**config.mk**
```make
export PLATFORM = sky130hd
export DESIGN_NAME = uart_tx_param
export DESIGN_NICKNAME = d
export VERILOG_FILES = /design/src/rtl/uart_tx_param.sv
export SDC_FILE = /design/constraint.sdc
export NUM_CORES = 1
export LEC_CHECK = 0
export CAP_MARGIN = 20
export CORE_AREA = 2 2 72 91
export CTS_BUF_LIST = sky130_fd_sc_hd__clkbuf_4 sky130_fd_sc_hd__clkbuf_8 sky130_fd_sc_hd__clkbuf_16
export DETAILED_ROUTE_END_ITERATION = 6
export DIE_AREA = 0 0 74 93
export PLACE_DENSITY = 0.72
export REMOVE_ABC_BUFFERS = 1
export SETUP_SLACK_MARGIN = 0.3
export SLEW_MARGIN = 30
export SYNTH_ARGS = -nofsm -noshare
export SYNTH_HDL_FRONTEND = slang
export SYNTH_SLANG_ARGS = --single-unit
```
**constraint.sdc**
```tcl
create_clock -name clk -period 4.8 [get_ports clk]
set_clock_uncertainty 0.2 [all_clocks]
set_input_delay 0.72 -clock clk [delete_from_list [all_inputs] [get_ports clk]]
set_output_delay 0.72 -clock clk [all_outputs]
set_load 0.005 [all_outputs]
```
**src/rtl/uart_tx_param.sv**
```systemverilog
// Parametrised UART transmitter with a write-side FIFO.
// Frames are sent back-to-back on tx; tx is registered one cycle behind the FSM state.
module uart_tx_param #(
    parameter int CLK_HZ    = 50000000,
    parameter int BAUD      = 9600,
    parameter int DATA_BITS = 8,
    parameter int PARITY    = 0,
    parameter int STOP_BITS = 1,
    parameter int DEPTH     = 4
) (
    input  logic                     clk,
    input  logic                     rst,
    input  logic                     start,
    input  logic [7:0]               DIN,
    output logic                     tx,
    output logic                     bsy,
    output logic                     full,
    output logic [$clog2(DEPTH):0]   level,
    output logic                     ovf
);
    localparam int UBRR  = CLK_HZ / BAUD;
    localparam int CNT_W = $clog2(UBRR);
    localparam int PTR_W = $clog2(DEPTH);
    localparam int LVL_W = PTR_W + 1;
    localparam logic [CNT_W-1:0] RELOAD = CNT_W'(UBRR - 1);

    typedef enum logic [2:0] {
        IDLE  = 3'd0,
        START = 3'd1,
        DATA  = 3'd2,
        PAR   = 3'd3,
        STOP  = 3'd4
    } state_t;

    function automatic logic [7:0] mask_data(input logic [7:0] d);
        logic [7:0] m;
        for (int i = 0; i < 8; i++) begin
            m[i] = (i < DATA_BITS) ? d[i] : 1'b0;
        end
        return m;
    endfunction

    // Odd mode makes the total count of ones odd, even mode makes it even.
    function automatic logic parity_bit(input logic [7:0] d);
        return (PARITY == 1) ? ~(^d) : (^d);
    endfunction

    state_t                state_r, state_s;
    logic [CNT_W-1:0]      cnt_r, cnt_s;
    logic [2:0]            bit_r, bit_s;
    logic                  stop_r, stop_s;
    logic [7:0]            shift_r, shift_s;
    logic                  par_r, par_s;
    logic                  pop_s, tx_s, wr_s, bit_end_s, fifo_ne_s;
    logic [7:0]            head_s;
    logic [7:0]            mem_r [DEPTH];
    logic [PTR_W-1:0]      wr_ptr_r, rd_ptr_r;
    logic [LVL_W-1:0]      level_r, level_s;
    logic                  full_r, ovf_r, tx_r, bsy_r;

    assign wr_s      = start && !full_r;
    assign head_s    = mask_data(mem_r[rd_ptr_r]);
    assign bit_end_s = (cnt_r == {CNT_W{1'b0}});
    assign fifo_ne_s = (level_r != {LVL_W{1'b0}});
    assign level_s   = LVL_W'(level_r + LVL_W'(wr_s) - LVL_W'(pop_s));

    // Next-state, bit timing, shift register and line value.
    always_comb begin
        state_s = state_r;
        cnt_s   = cnt_r;
        bit_s   = bit_r;
        stop_s  = stop_r;
        shift_s = shift_r;
        par_s   = par_r;
        pop_s   = 1'b0;
        tx_s    = 1'b1;
        case (state_r)
            IDLE: begin
                tx_s = 1'b1;
                if (fifo_ne_s) begin
                    pop_s   = 1'b1;
                    shift_s = head_s;
                    par_s   = parity_bit(head_s);
                    cnt_s   = RELOAD;
                    state_s = START;
                end else begin
                    state_s = IDLE;
                end
            end
            START: begin
                tx_s = 1'b0;
                if (bit_end_s) begin
                    cnt_s   = RELOAD;
                    bit_s   = 3'd0;
                    state_s = DATA;
                end else begin
                    cnt_s = cnt_r - CNT_W'(1);
                end
            end
            DATA: begin
                tx_s = shift_r[0];
                if (bit_end_s) begin
                    cnt_s   = RELOAD;
                    shift_s = {1'b0, shift_r[7:1]};
                    if (bit_r == 3'(DATA_BITS - 1)) begin
                        stop_s  = 1'b0;
                        state_s = (PARITY != 0) ? PAR : STOP;
                    end else begin
                        bit_s = bit_r + 3'd1;
                    end
                end else begin
                    cnt_s = cnt_r - CNT_W'(1);
                end
            end
            PAR: begin
                tx_s = par_r;
                if (bit_end_s) begin
                    cnt_s   = RELOAD;
                    stop_s  = 1'b0;
                    state_s = STOP;
                end else begin
                    cnt_s = cnt_r - CNT_W'(1);
                end
            end
            STOP: begin
                tx_s = 1'b1;
                if (bit_end_s) begin
                    cnt_s = RELOAD;
                    if (stop_r == 1'(STOP_BITS - 1)) begin
                        // Chain straight into the next frame when data is waiting.
                        if (fifo_ne_s) begin
                            pop_s   = 1'b1;
                            shift_s = head_s;
                            par_s   = parity_bit(head_s);
                            state_s = START;
                        end else begin
                            state_s = IDLE;
                        end
                    end else begin
                        stop_s = 1'b1;
                    end
                end else begin
                    cnt_s = cnt_r - CNT_W'(1);
                end
            end
            default: begin
                state_s = IDLE;
            end
        endcase
    end

    // FSM and datapath registers.
    always_ff @(posedge clk) begin
        if (rst) begin
            state_r <= IDLE;
            cnt_r   <= {CNT_W{1'b0}};
            bit_r   <= 3'd0;
            stop_r  <= 1'b0;
            shift_r <= 8'd0;
            par_r   <= 1'b0;
        end else begin
            state_r <= state_s;
            cnt_r   <= cnt_s;
            bit_r   <= bit_s;
            stop_r  <= stop_s;
            shift_r <= shift_s;
            par_r   <= par_s;
        end
    end

    // FIFO storage; contents need no reset since level gates every read.
    always_ff @(posedge clk) begin
        if (wr_s) begin
            mem_r[wr_ptr_r] <= DIN;
        end
    end

    // FIFO pointers, occupancy and registered status outputs.
    always_ff @(posedge clk) begin
        if (rst) begin
            wr_ptr_r <= {PTR_W{1'b0}};
            rd_ptr_r <= {PTR_W{1'b0}};
            level_r  <= {LVL_W{1'b0}};
            full_r   <= 1'b0;
            ovf_r    <= 1'b0;
            tx_r     <= 1'b1;
            bsy_r    <= 1'b0;
        end else begin
            wr_ptr_r <= wr_s  ? wr_ptr_r + PTR_W'(1) : wr_ptr_r;
            rd_ptr_r <= pop_s ? rd_ptr_r + PTR_W'(1) : rd_ptr_r;
            level_r  <= level_s;
            full_r   <= (level_s == LVL_W'(DEPTH));
            ovf_r    <= ovf_r | (start & full_r);
            tx_r     <= tx_s;
            bsy_r    <= (state_s != IDLE) || (level_s != {LVL_W{1'b0}});
        end
    end

    assign tx    = tx_r;
    assign bsy   = bsy_r;
    assign full  = full_r;
    assign level = level_r;
    assign ovf   = ovf_r;

endmodule

```
==> flow_summary.ini <==
[grt]
antenna_found_initial = 0
grt_pass1_vias = 1967
grt_pass1_wl_mm = 8.91
grt_max_degree = 25
grt.total_usage_pct = 17.4
gr-total-overflow = 0

[synth]
yosys_warnings = 0
synth_edf_count = 32
syn_area_per_cell_um2 = 12.1
synth_cell_types = 45
async_flop_share_pct = 0
postSynthCellCount = 264
syn_area_mm2 = 0.00319
ys_seq_area_share_pct = 55.9
ys_ff_latch = 73
synthFlopType = dfxtp_1

[drt]
drtAntennaViolNets = 0
vias = 2008
via_per_inst = 5.41
drc = 0
routed_wl_mm = 5.27
wl_per_cell_um = 14.2
drtIter0Drc = 83
firstDrtPassIters = 4

[die]
io-pin-count = 18
dieArea_mm2 = 0.00688
rows = 32
core_mm2 = 0.00605
die_w_um = 74
die_y_um = 93
initial_core_util_pct = 52.8

[cells_and_area]
final_area_mm2 = 0.00366
nets = 302
layout_common_cells = dfxtp_1 (41), nor2_1 (32), edfxtp_1 (32)
diodes = 0
final_cells = 371
fillers = 490
layout-drive-gt1-share_pct = 12.2
syn2layout_area_growth_pct = 14.9
final_common_cell = dfxtp_1

[power]
power.switching_uw = 782
ir_worst_vdd_mv = 0.359
power_density_mw_per_mm2 = 641
pwr-share-comb_pct = 35.9
p_leak_uw = 0.00127
p_sw_share_pct = 33.3
total_power_uw = 2350
pwr-share-clk_pct = 24.9
seqPwrFrac_pct = 39.2
intPower_uw = 1570

[timing]
setup_tns_ns = 0
report.final.slew_viol_count = 0
setup_viol = 0
period_minus_slack_ns = 3.84
rsz0062_at_grt = no
max_freq_ghz = 0.260
hold_violations = 0
finalCritPeriodShare_pct = 80.0
worstMarginPinSlew_ns = 0.820
max_slew_margin_pct = 45.1

[clock_tree]
cts_tree = done
cts_resized = 0
clk_path_buf_depth = 2
holdBufCountCts = 0
htree_num_levels = 3
root_buffer = clkbuf_8
cts_made_buffers = 9
clk_pin_slew_ns = 0.08
clk_latency_ns = 0.34
cts_sinks = 73
postCtsSetupRepairBufs = 0

[worst_setup_path]
crit_arrival_ns = 3.86
cp_max_fo = 4
cp-end-kind = flip-flop
required_ns = 4.82
path_class = flip-flop to flip-flop
worstSetupStartpointType = flip-flop
reg2reg_depth = 14

[hold_path]
worstHoldPathType = flip-flop to flip-flop
min_path_cells = 2

[place]
place_inst = 355
place_congestion = 0.787
numPortBuffers = 17
hpwlAfterDp_mm = 3.63
postPlaceCellArea_mm2 = 0.00342

[flow_run]
drv_cap = 0

[status]
status = complete, no violations
-- layer usage --
| metal | vias to the layer above | track usage (%) | wire (um) |
|---|---|---|---|
| li1 | 994 | - | - |
| met1 | 968 | 19.5 | 2210 |
| met2 | 37 | 30.4 | 2800 |
| met3 | 9 | 2.91 | 138 |
| met4 | 0 | 10.0 | 117 |
| met5 | - | 0 | 0 |
-- worst max-delay path, cell delays in order, from the launching register on --
cell	delay, ns
dfxtp_1	0.33
inv_1	0.08
ha_1	0.19
or4b_1	0.54
o41ai_2	0.41
and3_1	0.33
ha_1	0.16
inv_1	0.04
ha_1	0.18
fa_1	0.37
xnor2_1	0.14
xnor2_1	0.13
or3_1	0.30
a211oi_1	0.22
o211ai_1	0.10
-- path summary, 6_finish.rpt --
check | endpoint | start | slack, ns
worst max-delay path | bsy | cnt_r[0] | 0.96
worst min-delay path | bit_r[1] | bit_r[1] | 0.27
worst max register to register | bsy | cnt_r[0] | 0.96
worst min register to register | bit_r[1] | bit_r[1] | 0.27
-- registers in the layout, indices dropped and copies added, names as in the netlist, named ones only --
register	cells
level	3
cnt_r	13
par_r	1
shift_r	8
mem_r	32
bsy	1
state_r	3
bit_r	3
rd_ptr_r	2
full	1
ovf	1
wr_ptr_r	2
tx	1
-- area by class of cell --
type | count | area, um2 | share of cell area, %
clock inverters | 7 | 125 | 3.41
repair buffers | 18 | 178 | 4.85
flip-flops and latches | 73 | 1780 | 48.6
well taps | 85 | 106 | 2.90
clock buffers | 9 | 124 | 3.38
multi-input cells | 168 | 1310 | 35.7
inverters | 11 | 41.3 | 1.13
-- metrics by stage --
step | hold WS (ns) | utilization, % | worst slack [ns]
after global routing | 0.288 | 60.6 | 0.717
final | 0.266 | 60.6 | 0.961
after CTS | 0.271 | 60.6 | 0.935
after floorplan | 0.230 | - | 1.23
after detailed placement | 0.259 | 56.5 | 0.956
after global placement | 0.245 | 56.5 | 1.06
-- kinds of logic after synthesis --
logic type | after synthesis | share of synthesized area, %
buffers and inverters | 23 | 3.10
AOI/OAI and AO/OA | 35 | 8.16
muxes | 18 | 8.87
and+or+nand+nor | 83 | 13.8
adders and majority gates | 10 | 4.16
xor gates and xnor gates | 22 | 6.04
DFF | 73 | 55.9
-- synthesized netlist by cell type, types with 4 or more instances --
cell type,instances,area [um2]
a211oi_1,7,52.6
a21oi_1,14,70.1
and2_1,4,25.0
clkbuf_1,7,26.3
dfxtp_1,41,821
edfxtp_1,32,961
ha_1,9,113
inv_1,11,41.3
mux2i_1,8,80.1
mux4_2,8,180
nand2_1,7,26.3
nand2b_1,5,31.3
nor2_1,32,120
nor2b_1,4,25.0
nor3_1,8,40.0
nor4_1,4,25.0
or3_1,7,43.8
xnor2_1,18,158
xor2_1,4,35.0
-- power by group through the flow --
| stage | clock network (uW) | registers [uW] | logic [uW] |
|---|---|---|---|
| floorplan | 0 | 906 | 674 |
| global placement | 0 | 934 | 835 |
| detailed placement | 0 | 936 | 848 |
| CTS | 598 | 924 | 856 |
| global route | 621 | 943 | 951 |
| finish | 585 | 922 | 842 |
Power figures use the tool's default switching activity.
